### src/rtl/hazard_ctrl_pkg.sv
// hazard_ctrl_pkg: shared pipeline definitions for the 5-stage MIPS datapath.
//   hz_state_e      : hazard controller FSM state encoding (RUN=0, MUL=1)
//   REG_ZERO        : architectural register $zero index
//   load_use_match  : load-use compare, shared with the forwarding unit
package hazard_ctrl_pkg;

  typedef enum logic [0:0] {
    ST_RUN = 1'b0,
    ST_MUL = 1'b1
  } hz_state_e;

  localparam logic [4:0] REG_ZERO = 5'd0;

  // True when a load in EX writes a register the ID instruction reads.
  // Writes to $zero never create a dependency.
  function automatic logic load_use_match(
    input logic       ex_mem_read,
    input logic [4:0] ex_rt,
    input logic [4:0] id_rs,
    input logic [4:0] id_rt,
    input logic       id_uses_rs,
    input logic       id_uses_rt
  );
    return ex_mem_read && (ex_rt != REG_ZERO) &&
           ((id_uses_rs && (id_rs == ex_rt)) ||
            (id_uses_rt && (id_rt == ex_rt)));
  endfunction

endpackage

### src/rtl/hazard_ctrl_sat_counter.sv
// sat_counter: W-bit up-counter that sticks at all-ones instead of wrapping.
//   clk   : clock, rising edge
//   rst_n : asynchronous active-low reset (value -> 0)
//   inc   : add one this cycle (ignored once saturated)
//   clear : synchronous clear, has priority over inc
//   value : current count
module sat_counter #(
  parameter int unsigned W = 16
) (
  input  logic         clk,
  input  logic         rst_n,
  input  logic         inc,
  input  logic         clear,
  output logic [W-1:0] value
);

  logic [W-1:0] value_q;
  logic [W-1:0] value_d;

  always_comb begin
    value_d = value_q;
    if (clear) begin
      value_d = '0;
    end else if (inc && (value_q != '1)) begin
      value_d = value_q + 1'b1;
    end
  end

  always_ff @(posedge clk or negedge rst_n) begin
    if (!rst_n) begin
      value_q <= '0;
    end else begin
      value_q <= value_d;
    end
  end

  assign value = value_q;

endmodule

### src/rtl/hazard_ctrl.sv
// hazard_ctrl: pipeline control for the 5-stage MIPS datapath.
// Generates PC / IF/ID / ID/EX stall, hold and flush controls for load-use
// hazards, multi-cycle multiplies in EX and taken-branch redirects, and keeps
// saturating stall / redirect performance counters.
//   clk, reset_n            : clock (rising), async active-low reset
//   IDRs, IDRt              : source fields of the IF/ID instruction
//   IDUsesRs, IDUsesRt      : ID instruction actually reads rs / rt
//   EXMemRead, EXRt         : load indication and destination of ID/EX output
//   EXMulStart              : multiply entering EX this cycle
//   EXBranchTaken           : EX resolved a taken branch/jump
//   PCWrite, IFIDWrite      : PC / IF/ID load enables
//   IFIDFlush, IDEXFlush    : zero IF/ID / ID/EX on the next edge
//   IDEXHold                : ID/EX and EX hold their contents
//   PCSrcRedirect           : PC takes the branch target
//   MulBusy                 : controller is in the multiply freeze state
//   StallCycles, FlushCount : saturating performance counters
module hazard_ctrl
  import hazard_ctrl_pkg::*;
#(
  parameter int unsigned MUL_LAT = 4,
  parameter int unsigned CNT_W   = 16
) (
  input  logic             clk,
  input  logic             reset_n,
  input  logic [4:0]       IDRs,
  input  logic [4:0]       IDRt,
  input  logic             IDUsesRs,
  input  logic             IDUsesRt,
  input  logic             EXMemRead,
  input  logic [4:0]       EXRt,
  input  logic             EXMulStart,
  input  logic             EXBranchTaken,
  output logic             PCWrite,
  output logic             IFIDWrite,
  output logic             IFIDFlush,
  output logic             IDEXHold,
  output logic             IDEXFlush,
  output logic             PCSrcRedirect,
  output logic             MulBusy,
  output logic [CNT_W-1:0] StallCycles,
  output logic [CNT_W-1:0] FlushCount
);

  // MUL_LAT is at most 15, so four bits always hold MUL_LAT-1.
  localparam int unsigned MCW = 4;

  hz_state_e        state_q, state_d;
  logic [MCW-1:0]   mcnt_q, mcnt_d;
  logic             lu;
  logic             stall_inc;
  logic             flush_inc;

  assign lu = (state_q == ST_RUN) &&
              load_use_match(EXMemRead, EXRt, IDRs, IDRt, IDUsesRs, IDUsesRt);

  // Outputs are gated by reset_n so they sit at their reset values while
  // reset is held, independent of whatever the pipeline inputs are doing.
  always_comb begin
    state_d       = state_q;
    mcnt_d        = mcnt_q;
    PCWrite       = 1'b1;
    IFIDWrite     = 1'b1;
    IFIDFlush     = 1'b0;
    IDEXHold      = 1'b0;
    IDEXFlush     = 1'b0;
    PCSrcRedirect = 1'b0;
    MulBusy       = 1'b0;
    stall_inc     = 1'b0;
    flush_inc     = 1'b0;
    if (reset_n) begin
      case (state_q)
        ST_RUN: begin
          if (EXBranchTaken) begin
            // The ID instruction is squashed, so any coincident lu is moot.
            PCSrcRedirect = 1'b1;
            IFIDFlush     = 1'b1;
            IDEXFlush     = 1'b1;
            flush_inc     = 1'b1;
          end else if (EXMulStart) begin
            PCWrite   = 1'b0;
            IFIDWrite = 1'b0;
            IDEXHold  = 1'b1;
            stall_inc = 1'b1;
            state_d   = ST_MUL;
            mcnt_d    = MCW'(MUL_LAT - 1);
          end else if (lu) begin
            PCWrite   = 1'b0;
            IFIDWrite = 1'b0;
            IDEXFlush = 1'b1;
            stall_inc = 1'b1;
          end
        end
        ST_MUL: begin
          MulBusy   = 1'b1;
          PCWrite   = 1'b0;
          IFIDWrite = 1'b0;
          IDEXHold  = 1'b1;
          stall_inc = 1'b1;
          mcnt_d    = mcnt_q - 1'b1;
          if (mcnt_q == MCW'(1)) begin
            state_d = ST_RUN;
          end
        end
        default: begin
          state_d = ST_RUN;
          mcnt_d  = '0;
        end
      endcase
    end
  end

  always_ff @(posedge clk or negedge reset_n) begin
    if (!reset_n) begin
      state_q <= ST_RUN;
      mcnt_q  <= '0;
    end else begin
      state_q <= state_d;
      mcnt_q  <= mcnt_d;
    end
  end

  sat_counter #(.W(CNT_W)) u_stall_cnt (
    .clk   (clk),
    .rst_n (reset_n),
    .inc   (stall_inc),
    .clear (1'b0),
    .value (StallCycles)
  );

  sat_counter #(.W(CNT_W)) u_flush_cnt (
    .clk   (clk),
    .rst_n (reset_n),
    .inc   (flush_inc),
    .clear (1'b0),
    .value (FlushCount)
  );

endmodule

### config.mk
export PLATFORM = sky130hd
export DESIGN_NAME = hazard_ctrl
export DESIGN_NICKNAME = d
export VERILOG_FILES = /design/src/rtl/hazard_ctrl_pkg.sv /design/src/rtl/hazard_ctrl_sat_counter.sv /design/src/rtl/hazard_ctrl.sv
export SDC_FILE = /design/constraint.sdc
export NUM_CORES = 1
export LEC_CHECK = 0
export ABC_AREA = 1
export CORE_MARGIN = 1
export CORE_UTILIZATION = 35
export DETAILED_ROUTE_END_ITERATION = 16
export PLACE_DENSITY = 0.62
export SETUP_SLACK_MARGIN = 0.02
export SLEW_MARGIN = 20
export SYNTH_ARGS = -nofsm -noshare
export SYNTH_HDL_FRONTEND = slang
export SYNTH_SLANG_ARGS = --single-unit
### constraint.sdc
create_clock -name clk -period 3.14 [get_ports clk]
set_input_delay 0.942 -clock clk [delete_from_list [all_inputs] [get_ports clk]]
set_output_delay 0.942 -clock clk [all_outputs]
set_load 0.02 [all_outputs]
# Yosys cells after proc, flatten, opt, wreduce, memory -nomap -nowiden
# Index checks and enable logic that the tools add are counted.
[op_classes]
n_addsub = 3
muxes = 28
eq_ne = 7
magnitude_cmp = 0
n_bitwise = 1
mul = 0
shifts = 0
n_reduce_logical = 10
n_div = 0
[ops]
columns = ["op", "n"]
rows = [
  ["16-bit by 1-bit adder with 16-bit output (second input constant)", 2],
  ["16-bit inequality test (second input constant)", 2],
  ["1-bit two-way mux", 21],
  ["5-bit == test", 2],
  ["4-bit two-way mux", 2],
  ["1-bit case mux with 2 select lines", 4],
  ["4-bit case mux with 2 select lines", 1],
  ["1-bit logical AND", 7],
  ["5-bit nonzero test", 1],
  ["4-bit by 1-bit == test with 1-bit output (second input constant)", 1],
  ["2-bit inequality test (second input constant)", 2],
  ["4-bit by 1-bit subtractor with 4-bit output (second input constant)", 1],
  ["3-bit AND reduction", 1],
  ["1-bit logical OR", 1],
  ["1-bit inverter", 1],
]
[word_totals]
latchBits = 0
ramBits = 0
regBits = 37
output_inout_bits = 39
elab_cells = 53
in_bits = 22
rom_bits = 0
memories = 0

# Logic depth before layout (Yosys ltp)
[depth]
word_depth = 11
mapped_depth = 12
depth_no_buf = 11

# By module
# From an unflattened synthesis, not the netlist that was laid out.
[unflattened]
hier_cells = 390
hier_area_um2 = 2633.8
[by_module_without_submodules]
columns = ["mod", "instances", "seq_area_each_um2", "area_per_inst_um2", "cells_each"]
rows = [
  ["sat_counter", 2, 400.4, 1037.2, 144],
  ["hazard_ctrl", 1, 125.1, 559.3, 102],
]

# Least setup slack after synthesis
# No wires, ideal clock.
[synth_timing]
path_kind = "input-to-output"
startpoint = "input EXRt[2]"
endpoint = "output PCWrite"
path_stages = 11
t_arrival_ns = 2.034
path_slack_ns = 0.164
n_path_buf = 2
t_required_ns = 2.198
path_cell_list = "inv_1 -> nand2_1 -> nand2_1 -> nor2_1 -> nand3_1 -> nand2_1 -> nand2_1 -> nand2_4 -> buf_2 -> nand2_1 -> buf_4"
[synth_via]
elab_chain_len = 10
word_cells_on_any_way = 14
cone_classes = "2 x eq/ne; 5 x mux; 7 x reduce/logical"
[synth_lines]
columns = ["item", "line_no", "rtl"]
rows = [
  ["from (decl)", "hazard_ctrl.sv:30", "input logic [4:0] EXRt,"],
  ["5-bit == test (on tied branches)", "hazard_ctrl_pkg.sv:25, hazard_ctrl_pkg.sv:26", ""],
  ["1-bit logical AND (on tied branches)", "hazard_ctrl_pkg.sv:25, hazard_ctrl_pkg.sv:26", ""],
  ["1-bit logical OR", "hazard_ctrl_pkg.sv:25", "((id_uses_rs && (id_rs == ex_rt)) ||"],
  ["1-bit logical AND *", "hazard_ctrl_pkg.sv:24", "return ex_mem_read && (ex_rt != REG_ZERO) &&"],
  ["1-bit logical AND *", "hazard_ctrl.sv:53", "assign lu = (state_q == ST_RUN) &&"],
  ["1-bit two-way mux * (3 in a row)", "--", ""],
  ["1-bit case mux with 2 select lines *", "--", ""],
  ["1-bit two-way mux *", "--", ""],
  ["to (decl)", "hazard_ctrl.sv:33", "output logic PCWrite,"],
]
# Every way passes the cells marked *; elsewhere a longest branch is shown, timed or not.

# Worst setup path in the final report
[layout_timing]
startpoint = "input IDUsesRs"
endpoint = "output IDEXFlush"
[layout_via]
elab_chain_len = 9
[layout_lines]
columns = ["item", "line_no", "rtl"]
rows = [
  ["from (decl)", "hazard_ctrl.sv:27", "input logic IDUsesRs,"],
  ["1-bit logical AND", "hazard_ctrl_pkg.sv:25", ""],
  ["1-bit logical OR", "hazard_ctrl_pkg.sv:25", ""],
  ["1-bit logical AND", "hazard_ctrl_pkg.sv:24", ""],
  ["1-bit logical AND", "hazard_ctrl.sv:53", ""],
  ["1-bit two-way mux", "hazard_ctrl.sv:86", "end else if (lu) begin"],
  ["1-bit two-way mux", "hazard_ctrl.sv:79", "end else if (EXMulStart) begin"],
  ["1-bit two-way mux", "hazard_ctrl.sv:73", "if (EXBranchTaken) begin"],
  ["1-bit two-way mux", "hazard_ctrl.sv:71", "case (state_q)"],
  ["1-bit two-way mux", "hazard_ctrl.sv:70", "if (reset_n) begin"],
  ["to (decl)", "hazard_ctrl.sv:37", "output logic IDEXFlush,"],
]
# No other way between the ends.

==> impl_metrics.json <==
{
  "timing.slew.headroom_pct": 77.5,
  "grt_max_degree": 26,
  "finalHoldViolCount": 0,
  "clkTransAtPathRegs_ps": 80,
  "cts.sinks": 37,
  "area_growth_pct": 35.8,
  "start_util_pct": 36.9,
  "crit_slowest_cell": "clkdlybuf4s50_1",
  "leakage_uw": 0.00164,
  "post-route-min-period_ps": 3030,
  "yosysSeqAreaShare_pct": 38.8,
  "fmax_mhz": 330,
  "antenna_found_initial": 0,
  "critPathLaunchType": "input pin",
  "cts-hold-fix-buffers": 0,
  "slew_violations": 0,
  "diodes": 0,
  "rows": 29,
  "grt_overflow": 0,
  "yosys_warnings": 0,
  "synth_area_per_cell_sq_um": 7.33,
  "finalNetCount": 421,
  "netlist.area_leader.share_pct": 38.8,
  "drive_gt1_share_pct": 10.4,
  "postCtsSetupRepairBufs": 0,
  "port_buffers": 60,
  "synth_top_area_cell": "dfrtp_1",
  "htreeDepth": 2,
  "drc": 12,
  "gp_congestion": 0.834,
  "synth_nets": 351,
  "drt-initial-drc-count": 153,
  "ir_drop_v": 0.000315,
  "max_cap_violations": 0,
  "synth_seq_cells": 37,
  "vias": 2282,
  "crit_arrival_ps": 2090,
  "syn_inst": 325,
  "wl_per_cell_um": 12.5,
  "core-area_sq_mm": 0.00646,
  "seq_area_sq_um": 926,
  "critPathRequiredTime_ps": 2200,
  "p_total_uw": 1840,
  "status": "complete, but fails checks",
  "num_io_pins": 61,
  "rsz0062_at_grt": "yes",
  "tightest_slew_ps": 335,
  "cts_tree": "yes",
  "hp-class": "flip-flop to flip-flop",
  "track_usage_pct": 17.7,
  "cts_root_buffer": "clkbuf_8",
  "fin_skew_ps": 5.35,
  "fillers": 679,
  "drtAntennaViolNets": 0,
  "multi_input_area_sq_mm": 0.00127,
  "grt_pass1_wl_um": 10100,
  "vias_per_cell": 4.82,
  "path_common_cell": "nand2_1",
  "fin_ws_ps": 107,
  "clk_path_buf_depth": 2,
  "grt_pass1_vias": 2210,
  "die_w_um": 84.5,
  "fin_crit_sh_pct": 96.6,
  "max_stage_delay_ps": 450,
  "worstPathMaxFanout": 2,
  "ff2ff_setup_slack_ps": 1150,
  "path_class": "input pin to output pin",
  "setup_violations": 0,
  "synth.area.top_cells": "dfrtp_1, nand2_1, xor2_1",
  "dieArea_sq_mm": 0.00714,
  "clk_latency_ps": 290,
  "worstSetupEndpointType": "output pin",
  "preCtsSetupSlack_ps": -594,
  "numCtsBuffers": 5,
  "routed_wl_um": 5890,
  "crit_path_cell_trace": "clkdlybuf4s50_1 -> nand2_1 -> nor2_1 -> nand3_1 -> nand2_1 -> nand2_2 -> o21bai_1 -> buf_4",
  "die_h_um": 84.5,
  "power_density_mw_per_mm2": 569,
  "dp_hpwl_um": 4420,
  "synth_cell_type_count": 28,
  "violations": "design-rule violations",
  "dr.pass1.iters": 10,
  "syn_area_sq_mm": 0.00238
}
-- timing repair --
item | in CTS | in global routing
pin swaps | 7 | 11
cloned | 0 | 0
setup endpoints to repair | 6 | 6
gates resized for setup | 33 | 12
-- logic make-up (layout without fill, tap and decap cells) --
group / count (synthesis) / after routing / share of synthesized area, %
compound gates: 13 / 13 / 3.04
xor+xnor: 28 / 28 / 10.3
fa+ha+maj: 4 / 4 / 2.10
buf+inv: 48 / 119 / 8.45
flops: 37 / 37 / 38.8
simple gates: 195 / 195 / 37.3
-- per-stage QoR --
stage	instance area [sq um]	setup TNS [ps]	util [%]	instances	hold slack, ps
final	3240	0	50.1	473	521
after global routing	3240	0	50.1	473	544
after CTS	3220	-42.0	49.8	473	520
after detailed placement	3100	-2210	48.0	465	503
after global placement	3100	-2160	48.0	465	507
after floorplan	2380	0	-	325	489
-- state kept, by name, indices dropped and copies added, names as in the netlist --
signal             flops
mcnt_q                 4
state_q                1
u_flush_cnt.value     16
u_stall_cnt.value     16
-- layer usage --
metal | track usage (%) | part of all wire (%) | vias up
li1 | - | - | 1169
met4 | 4.78 | 0.76 | 0
met1 | 23.6 | 49 | 1062
met2 | 29.8 | 47 | 46
met3 | 2.85 | 3.9 | 5
met5 | 0 | 0 | -
-- placed cells by master, fill, tap and decap left out, types with 4 or more instances in the layout --
cell type	count
nand2_1	103
clkdlybuf4s50_1	38
dfrtp_1	37
inv_1	36
nor2_1	30
nand4_1	20
nand3_1	18
xor2_1	18
buf_4	11
xnor2_1	10
nor3_1	9
dlygate4sd2_1	8
o21ai_0	7
dlymetal6s2s_1	7
clkbuf_8	6
inv_2	5
ha_1	4
-- layout make-up --
type	count	share of cell area [%]
Clock buffer	7	2.67
Clock inverter	1	0.928
Inverter	41	4.75
Multi-Input combinational cell	240	39.3
Sequential cell	37	28.6
Tap cell	77	2.98
Timing Repair Buffer	70	20.8
-- report_power, final --
group | leakage, uW | switching, uW | internal [uW]
combinational | 0.00110 | 377 | 312
sequential | 0.000476 | 133 | 579
clock | 0.0000585 | 182 | 259
total | 0.00164 | 692 | 1150
-- path summary, 6_finish.rpt --
path                                                   startpoint                           endpoint  cells past startpoint
max in group asynchronous                                 reset_n   u_stall_cnt.value[3]$_DFFE_PN0P_                      2
worst max register to register   u_flush_cnt.value[0]$_DFFE_PN0P_   u_flush_cnt.value[2]$_DFFE_PN0P_                      8
worst min-delay path            u_flush_cnt.value[12]$_DFFE_PN0P_  u_flush_cnt.value[12]$_DFFE_PN0P_                      1
min in group asynchronous                                 reset_n   u_flush_cnt.value[0]$_DFFE_PN0P_                      2
worst min register to register  u_flush_cnt.value[12]$_DFFE_PN0P_  u_flush_cnt.value[12]$_DFFE_PN0P_                      1
worst max-delay path                                     IDUsesRs                          IDEXFlush                      8
-- cells in the mapped netlist (all sizes together) --
library cell,instances
nand4,20
nor2,36
inv,41
clkbuf,1
a22oi,1
ha,4
o21ai,7
xnor2,10
nand3b,1
o21bai,1
nand2,108
o22ai,2
xor2,18
nor3,10
nand3,20
buf,6
a21oi,2
dfrtp,37
-- worst max-delay path, delay by kind of cell --
kind | cells | cell delay [ps]
buffers and inverters | 2 | 620
AND/OR/NAND/NOR | 5 | 360
AO/OA/AOI/OAI | 1 | 170
(Power assumes the default switching activity.)
